--- config.mk ---
export PLATFORM = sky130hd
export DESIGN_NAME = alu_share_ctrl
export DESIGN_NICKNAME = d
export VERILOG_FILES = /design/src/rtl/alu_pkg.sv /design/src/rtl/rr_pick.sv /design/src/rtl/alu_share_ctrl.sv
export SDC_FILE = /design/constraint.sdc
export NUM_CORES = 1
export LEC_CHECK = 0
export ABC_CLOCK_PERIOD_IN_PS = 5200
export CORE_AREA = 2 2 164 166
export DETAILED_ROUTE_END_ITERATION = 8
export DIE_AREA = 0 0 166 168
export GPL_TIMING_DRIVEN = 0
export HOLD_SLACK_MARGIN = 0.03
export PLACE_DENSITY = 0.67
export SLEW_MARGIN = 10
export SYNTH_ARGS = -nofsm -noshare
export SYNTH_HDL_FRONTEND = slang
export SYNTH_HIERARCHICAL = 1
export SYNTH_SLANG_ARGS = --single-unit
--- constraint.sdc ---
create_clock -name clk -period 5.2 [get_ports clk]
set_clock_uncertainty 0.1 [all_clocks]
set_input_delay 1.04 -clock clk [delete_from_list [all_inputs] [get_ports clk]]
set_output_delay 1.04 -clock clk [all_outputs]
set_load 0.005 [all_outputs]
--- src/rtl/alu_pkg.sv ---
// Shared definitions for controllers that sequence operations onto the 32-bit ALU:
// opcode encodings, the legality test and the sequencing state enum.
package alu_pkg;

    localparam logic [3:0] OP_ADD = 4'b0000;
    localparam logic [3:0] OP_SUB = 4'b0001;
    localparam logic [3:0] OP_AND = 4'b0010;
    localparam logic [3:0] OP_OR  = 4'b0011;
    localparam logic [3:0] OP_XOR = 4'b0100;
    localparam logic [3:0] OP_ADC = 4'b0110;
    localparam logic [3:0] OP_SBC = 4'b0111;
    localparam logic [3:0] OP_LSL = 4'b1000;
    localparam logic [3:0] OP_LSR = 4'b1001;
    localparam logic [3:0] OP_USR = 4'b1010;
    localparam logic [3:0] OP_NOT = 4'b1011;

    // Sequencing states of a shared-ALU controller.
    typedef enum logic [1:0] {
        IDLE = 2'd0,
        EXEC = 2'd1,
        RESP = 2'd2
    } alu_state_e;

    // True for every opcode the ALU implements; 0101 and 1100..1111 are holes.
    function automatic logic opcode_legal(input logic [3:0] op);
        case (op)
            OP_ADD, OP_SUB, OP_AND, OP_OR, OP_XOR, OP_ADC,
            OP_SBC, OP_LSL, OP_LSR, OP_USR, OP_NOT: return 1'b1;
            default:                                return 1'b0;
        endcase
    endfunction

endpackage

--- src/rtl/rr_pick.sv ---
// Round-robin picker: returns the first set request at or above the start
// pointer, wrapping to the lowest set request when none lies above it.
module rr_pick #(
    parameter int NUM_REQ = 4,
    parameter int ID_W    = (NUM_REQ > 1) ? $clog2(NUM_REQ) : 1
) (
    input  logic [NUM_REQ-1:0] req_i,
    input  logic [ID_W-1:0]    ptr_i,
    output logic [NUM_REQ-1:0] gnt_o,
    output logic [ID_W-1:0]    idx_o
);

    logic [NUM_REQ-1:0] hi_mask;
    logic [NUM_REQ-1:0] req_hi;
    logic [NUM_REQ-1:0] pick_src;

    // Mask of positions at or above the start pointer.
    always_comb begin
        // NOTE: every output of a combinational block gets a default first so no path can infer a latch.
        hi_mask = '0;
        for (int i = 0; i < NUM_REQ; i++) begin
            hi_mask[i] = (i >= int'(ptr_i));
        end
    end

    assign req_hi   = req_i & hi_mask;
    assign pick_src = (|req_hi) ? req_hi : req_i;

    // Lowest set bit of the chosen vector wins (downward scan, last hit kept).
    always_comb begin
        gnt_o = '0;
        idx_o = '0;
        for (int i = NUM_REQ - 1; i >= 0; i--) begin
            if (pick_src[i]) begin
                gnt_o    = '0;
                gnt_o[i] = 1'b1;
                idx_o    = ID_W'(i);
            end
        end
    end

endmodule

--- src/rtl/alu_share_ctrl.sv ---
// Shares one external combinational 32-bit ALU among NUM_REQ requesters.
// One operation at a time: grant, drive the ALU for a cycle, offer the
// registered result on a valid/ready channel tagged with the owner's index.
module alu_share_ctrl
    import alu_pkg::*;
#(
    parameter int NUM_REQ = 4,
    // Kept at least one bit wide so a single-requester build stays legal.
    parameter int ID_W    = (NUM_REQ > 1) ? $clog2(NUM_REQ) : 1
) (
    input  logic                  clk,
    input  logic                  rst_n,
    input  logic [NUM_REQ-1:0]    req_valid,
    output logic [NUM_REQ-1:0]    req_ready,
    input  logic [32*NUM_REQ-1:0] req_a,
    input  logic [32*NUM_REQ-1:0] req_b,
    input  logic [4*NUM_REQ-1:0]  req_op,
    output logic [31:0]           alu_a,
    output logic [31:0]           alu_b,
    output logic [3:0]            alu_opcode,
    input  logic [31:0]           alu_result,
    output logic                  rsp_valid,
    input  logic                  rsp_ready,
    output logic [ID_W-1:0]       rsp_id,
    output logic [31:0]           rsp_data,
    output logic                  rsp_err
);

    alu_state_e         state_q;
    logic [ID_W-1:0]    rr_ptr_q;
    logic [ID_W-1:0]    rr_ptr_d;
    logic [ID_W-1:0]    owner_q;
    logic [31:0]        alu_a_q;
    logic [31:0]        alu_b_q;
    logic [3:0]         alu_op_q;
    logic               rsp_valid_q;
    logic [ID_W-1:0]    rsp_id_q;
    logic [31:0]        rsp_data_q;
    logic               rsp_err_q;

    logic [NUM_REQ-1:0] pick_gnt;
    logic [ID_W-1:0]    pick_idx;
    logic [31:0]        win_a;
    logic [31:0]        win_b;
    logic [3:0]         win_op;

    rr_pick #(
        .NUM_REQ (NUM_REQ),
        .ID_W    (ID_W)
    ) u_rr_pick (
        .req_i (req_valid),
        .ptr_i (rr_ptr_q),
        .gnt_o (pick_gnt),
        .idx_o (pick_idx)
    );

    // Grant is only offered while idle and out of reset.
    assign req_ready = (rst_n && state_q == IDLE) ? pick_gnt : '0;

    // Pointer moves just past the winner; a single requester keeps it at 0.
    assign rr_ptr_d = (pick_idx == ID_W'(NUM_REQ - 1)) ? '0 : pick_idx + 1'b1;

    // One-hot mux of the winner's operands and opcode.
    always_comb begin
        win_a  = '0;
        win_b  = '0;
        win_op = '0;
        for (int i = 0; i < NUM_REQ; i++) begin
            if (pick_gnt[i]) begin
                win_a  = req_a[32*i +: 32];
                win_b  = req_b[32*i +: 32];
                win_op = req_op[4*i +: 4];
            end
        end
    end

    // Sequencer: accept, drive ALU for one cycle, hold response until taken.
    always_ff @(posedge clk or negedge rst_n) begin
        if (!rst_n) begin
            state_q     <= IDLE;
            rr_ptr_q    <= '0;
            owner_q     <= '0;
            alu_a_q     <= '0;
            alu_b_q     <= '0;
            alu_op_q    <= '0;
            rsp_valid_q <= 1'b0;
            rsp_id_q    <= '0;
            rsp_data_q  <= '0;
            rsp_err_q   <= 1'b0;
        end else begin
            // NOTE: non-blocking updates so all state moves together on the edge regardless of statement order.
            unique case (state_q)
                IDLE: begin
                    if (|pick_gnt) begin
                        alu_a_q  <= win_a;
                        alu_b_q  <= win_b;
                        alu_op_q <= win_op;
                        owner_q  <= pick_idx;
                        rr_ptr_q <= rr_ptr_d;
                        state_q  <= EXEC;
                    end
                end
                EXEC: begin
                    rsp_data_q  <= alu_result;
                    rsp_id_q    <= owner_q;
                    rsp_err_q   <= ~opcode_legal(alu_op_q);
                    rsp_valid_q <= 1'b1;
                    state_q     <= RESP;
                end
                RESP: begin
                    if (rsp_ready) begin
                        rsp_valid_q <= 1'b0;
                        state_q     <= IDLE;
                    end
                end
                default: state_q <= IDLE;
            endcase
        end
    end

    assign alu_a      = alu_a_q;
    assign alu_b      = alu_b_q;
    assign alu_opcode = alu_op_q;
    assign rsp_valid  = rsp_valid_q;
    assign rsp_id     = rsp_id_q;
    assign rsp_data   = rsp_data_q;
    assign rsp_err    = rsp_err_q;

endmodule

==> flow_summary.yaml <==
worst_setup_path:
  r2r_cells: 8
  worstReg2RegStart: "rr_ptr_q[0]$_DFFE_PN0P_"
  critPathCapture: "req_ready[1]"
  crit_arrival_ns: 3.81
  cp_max_fo: 10
  r2r-end: "alu_a[30]$_DFFE_PN0P_"
  endpoint_kind: "primary output"
  critPathRequiredTime_ns: 4.06
  critPathLaunch: "req_valid[3]"
  rrSetupSlack_ns: 2.06
  crit_type: "in -> out"
  cp-start-kind: "input port"
yosys:
  syn-num-nets: 928
  ys_ff_latch: 110
  ys.flop_type: "dfrtp_1"
  syn-instance-count: 616
  synth_fa_ha_area_share_pct: 0.217
  synth_top_area_share_pct: 47.7
  synth_edf_count: 0
  syn_area_per_cell_um2: 9.36
  ys_top_cells_by_count: "dfrtp_1, nand2_1, o21ai_0"
  muxShareOfSynthArea_pct: 0.890
  synthTopCellsByArea: "dfrtp_1, a221oi_1, o31ai_1"
  yosys.area_share.simple_pct: 9.44
  synth_top_family_by_area: "compound AO/OA/AOI/OAI gates"
  syn_area_um2: 5770
  synth-compound-area-share_pct: 35.3
  ys_seq_area_share_pct: 47.7
  yosys_warnings: 6
  synth_top_area_cell: "dfrtp_1"
  synth_cell_type_count: 38
  yosysMostFrequentCell: "dfrtp_1"
  ys_async_sr_fraction_pct: 100
  synth_xor_area_share_pct: 0
pwr:
  p_int_w: 0.00313
  clkPwrFrac_pct: 13.6
  p_sw_w: 0.00219
  leakagePower_nw: 4.20
  p_seq_share_pct: 28.1
  pwr-share-comb_pct: 58.3
  power_w: 0.00533
  power_density_nw_per_um2: 499
  swShare_pct: 41.2
  peakVddDrop_mv: 0.237
global_route:
  use_met3_pct: 5.05
  grt_first_pass_wirelength_mm: 42.5
  busiest_layer: "met2"
  antenna_found_initial: 0
  grt_usage_pct: 19.7
  grt_pass1_vias: 7231
  grt_overflow: 0
  use_met2_pct: 32.5
  grtUsageMet1_pct: 25.2
  grt_start_max_net_pins: 72
flow_run:
  maxCapViolCount: 0
placement:
  portBuffers: 415
  place_congestion: 0.807
  dp.cells: 1373
  hpwl_mm: 22.7
  place_area_um2: 10400
  pre_cts_ws_ns: 0.307
sta:
  rsz0062_at_grt: "no"
  fin_crit_sh_pct: 95.2
  drv_slew: 0
  finalSetupViolCount: 0
  hold_viol_final: 0
  slew_headroom_pct: 24.5
  fmax_mhz: 202
  setup_ws_ns: 0.249
  finalCriticalPeriod_ns: 4.95
  worst_slew_pin_slew_ns: 1.12
route:
  vias: 6976
  drt-pass1-iter-count: 5
  antenna_left: 0
  vias_per_cell: 5.02
  drt_iter0_drc: 461
  drc_errors: 0
  wl_per_cell_um: 20.6
  drt_wl_total_mm: 28.6
clock_network:
  clkTransAtPathRegs_ns: 0.07
  numClockSinks: 110
  htreeDepth: 3
  cts_setup_buffers: 0
  root_buffer: "clkbuf_16"
  cts-buffers-inserted: 9
  cts_buffer_depth: 2
  cts_tree: "done"
  cts_hold_buf: 0
  insertion_delay_ns: 0.35
  cts_resized: 0
floorplan:
  dieArea_um2: 27900
  io_pins: 419
  start_util_pct: 21.9
  num_rows: 60
  chipHeight_um: 168
  core_um2: 26400
  die_x_um: 166
cells_and_area:
  layout-drive-gt1-share_pct: 5.44
  antenna_cells: 0
  finalNonFillerCells: 1389
  fin_area_um2: 10700
  utilization_pct: 40.5
  fin_nets: 1355
  area_growth_pct: 85.2
worst_hold_path:
  hold_path_class: "reg -> reg"
status:
  outcome: "completed"
## critical path, stage by stage
cell and delay (ns):
clkdlybuf4s50_1 0.51, nor2_1 0.19, o221a_2 0.22, buf_6 0.15
clkbuf_1 0.45, clkbuf_1 0.50, and3_1 0.24, clkdlybuf4s50_1 0.51
## routing by layer
layer	up-vias	part of all wire, %
met5	-	0
met4	0	2.5
met3	43	6.7
met2	331	48
met1	3360	43
li1	3242	-
## cells in the final DEF, fill, tap and decap left out, types with 9 or more instances in the layout
master / n
clkdlybuf4s50_1: 414
o31ai_1: 68
clkbuf_16: 9
nand2_1: 104
dfrtp_1: 110
clkbuf_1: 44
o22ai_1: 68
buf_2: 17
a221oi_1: 68
o21ai_0: 74
## per-stage QoR
stage                     TNS [ns]  hold slack (ns)
after floorplan                  0            0.335
after global placement     -197.90            0.359
after detailed placement         0            0.362
after CTS                        0            0.383
after global routing             0            0.401
final                            0            0.379
## final cells by class
| cell class | count | area [um2] |
|---|---|---|
| buffer | 72 | 347 |
| clock buffer | 9 | 225 |
| clock inverter | 7 | 77.6 |
| fill | 2656 | 15700 |
| inverter | 6 | 22.5 |
| multi-input combinational | 428 | 2640 |
| sequential | 110 | 2750 |
| tap | 341 | 427 |
| timing repair buffer | 416 | 4180 |
## how the worst min path moves through the flow
stage	start	endpoint	slack [ns]	depth (start not counted)
CTS	rsp_data[10]$_DFFE_PN0P_	rsp_data[10]$_DFFE_PN0P_	0.38	2
floorplan	owner_q[0]$_DFFE_PN0P_	rsp_id[0]$_DFFE_PN0P_	0.33	2
global route	rsp_data[4]$_DFFE_PN0P_	rsp_data[4]$_DFFE_PN0P_	0.40	2
detailed placement	rsp_data[9]$_DFFE_PN0P_	rsp_data[9]$_DFFE_PN0P_	0.36	2
global placement	rsp_data[15]$_DFFE_PN0P_	rsp_data[15]$_DFFE_PN0P_	0.36	2
finish	rsp_data[11]$_DFFE_PN0P_	rsp_data[11]$_DFFE_PN0P_	0.38	2
## power groups by stage
stage               combinational [W]  clock [W]  sequential [W]
floorplan                     0.00145          0         0.00151
global placement              0.00310          0         0.00150
detailed placement            0.00313          0         0.00151
CTS                           0.00315   0.000750         0.00150
global route                  0.00340   0.000783         0.00155
finish                        0.00311   0.000723         0.00150
## state kept, by name (all words and copies together), names as in the netlist
name,cells
rr_ptr_q,2
owner_q,2
alu_a,32
rsp_err,1
state_q,2
alu_opcode,4
rsp_data,32
rsp_id,2
alu_b,32
rsp_valid,1
## logic make-up after synthesis
family                     count (synthesis)
AOI/OAI and AO/OA                        295
adders and majority gates                  1
buffers and inverters                     78
DFF                                      110
muxes                                      4
and+or+nand+nor                          128
Note: power is estimated with default switching activity, not from simulation.
==> patch, RTL diff (same flow settings) <==
`NUM_REQ` is set to 4 in 2 places; all go to 2.
--- a/src/rtl/rr_pick.sv
+++ b/src/rtl/rr_pick.sv
@@ -3,3 +3,3 @@
 module rr_pick #(
-    parameter int NUM_REQ = 4,
+    parameter int NUM_REQ = 2,
     parameter int ID_W    = (NUM_REQ > 1) ? $clog2(NUM_REQ) : 1
--- a/src/rtl/alu_share_ctrl.sv
+++ b/src/rtl/alu_share_ctrl.sv
@@ -6,3 +6,3 @@
 #(
-    parameter int NUM_REQ = 4,
+    parameter int NUM_REQ = 2,
     // Kept at least one bit wide so a single-requester build stays legal.
Interface: changed (6 resized); port bits go from 419 to 278. No check against the original RTL was run, so the function may have changed too.
==> patch against the original RTL <==
Sequential power up 5%; area after synthesis fell by 11%; count of clock-buffer cells in the layout unchanged; non-clock buffer count fell by 156; total power is 7.1% lower; setup slack improved by 0.047 ns; synthesized cell count is 9.4% lower; routed wire length shrank 24%; via count decreased by 22%; first-iteration DRC count decreased by 13%; final area down 19%; sequential cell count decreased by 3; critical endpoint unchanged.
==> patch: results (changes against the original RTL) <==
run_status:
  outcome: "complete, no violations"  # unchanged
yosys:
  avgSynthCellArea_um2: 9.24  # was 9.36 µm²
  syn_nets: 731  # was 928
  ys_top_cells_by_area: "dfrtp_1 (52%), a22oi_1 (9.9%), nor2b_1 (8.5%), a31oi_1 (8.3%), nand2_1 (7.4%)"  # was dfrtp_1 (48%), a221oi_1 (10%), o31ai_1 (8.9%), o22ai_1 (7.4%), nand2_1 (6.8%)
  ys_seq_area_frac: 0.520  # was 0.477
  yosysUniqueCellTypes: 23  # was 38
  synthTopCellsByCount: "dfrtp_1 (107), nand2_1 (101), nor2b_1 (70)"  # was dfrtp_1 (110), nand2_1 (104), o21ai_0 (74)
global_routing:
  grt_antenna_before_repair: 1  # was 0
  first_global_vias: 5600  # was 7231
  grt_usage: 0.152  # was 0.197
  grt_max_degree: 79  # was 72
  grt_first_pass_wirelength_mm: 33.2  # was 42.5 mm
drt:
  wirelength_mm: 21.6  # was 28.6 mm
  drt_iter0_drc: 403  # was 461
  via_per_inst: 4.56  # was 5.02
sta:
  setup_viol: 0  # unchanged
  relSlewSlack: 0.568  # was 0.245
placed_design:
  place_area_um2: 8380  # was 10400 µm²
  dp_slack_ns: 0.0350  # was 0.307 ns
  hpwl_mm: 15.5  # was 22.7 mm
  place.gp.congestion: 0.787  # was 0.807
finish:
  fill_cells: 2688  # was 2656
  layout.nets: 1020  # was 1355
  drive_above_1_share: 0.0540  # was 0.0544
  stdcell_count: 1194  # was 1389
  multi_input_area_um2: 2220  # was 2640 µm²
pwr:
  power.internal_mw: 3.06  # was 3.13 mW
  vdd_ir_drop_max_uv: 196  # was 237 µV
  power_leakage_nw: 3.47  # was 4.20 nW
cts:
  clkTransAtPathRegs_ns: 0.09  # was 0.07 ns
critical_path:
  cp.arrival_ns: 3.76  # was 3.81 ns
  max_stage_delay_ns: 0.49  # was 0.51 ns
  cpMaxStageDelayCell: "clkdlybuf4s50_1"  # unchanged
[patch: cell count changes after synthesis, sizes merged, moves of 3 or more]
cell / delta
nor2b: +65
o22ai: -68
o31ai: -68
and3: -3
a22oi: +67
a21oi: -5
nor2: -4
inv: -3
a31oi: +68
a221oi: -68
clkbuf: -17
dfrtp: -3
nand2: -3
[patch: cells by family after synthesis]
family	share of synthesized area
flops	0.520
buf+inv	0.0510
compound gates	0.258
simple gates	0.169
mux	0.00218
[patch: layer usage]
metal,routed length [µm],GRT usage,vias to the layer above
li1,-,-,2568
met1,9580,0.198,2642
met2,10500,0.254,205
met3,1110,0.0282,26
met4,478,0.0556,0
met5,0,0,-
[patch: path summary, 6_finish.rpt]
check / start / end / slack (ns)
min in group asynchronous: rst_n / rsp_data[7] / 0.45
max in group asynchronous: rst_n / alu_opcode[2] / 3.83
worst max-delay path: req_valid[1] / req_ready[1] / 0.30
worst max register to register: rr_ptr_q / alu_b[28] / 2.85
worst min register to register: rsp_data[28] / rsp_data[28] / 0.38
worst min-delay path: rsp_data[28] / rsp_data[28] / 0.38
[patch: power by group through the flow]
stage / sequential [mW] / clock [mW] / combinational, mW
floorplan: 1.56 / 0 / 1.21
detailed placement: 1.57 / 0 / 2.67
finish: 1.57 / 0.746 / 2.64
global placement: 1.57 / 0 / 2.63
global route: 1.63 / 0.818 / 2.92
CTS: 1.57 / 0.783 / 2.68
[patch: layout make-up]
class,count,area share
repair buffers,278,0.322
flip-flops and latches,107,0.308
multi-input cells,394,0.255
well taps,341,0.0491
plain buffers,54,0.0289
clock buffers,9,0.0259
clock inverters,7,0.00949
inverters,3,0.00129
diodes,1,0.000288
[patch: timing repair]
| item | in CTS | in global routing |
|---|---|---|
| setup endpoints to repair | 0 | 2 |
| gates resized for setup | 0 | 2 |
| endpoints found under the hold margin | 0 | 0 |
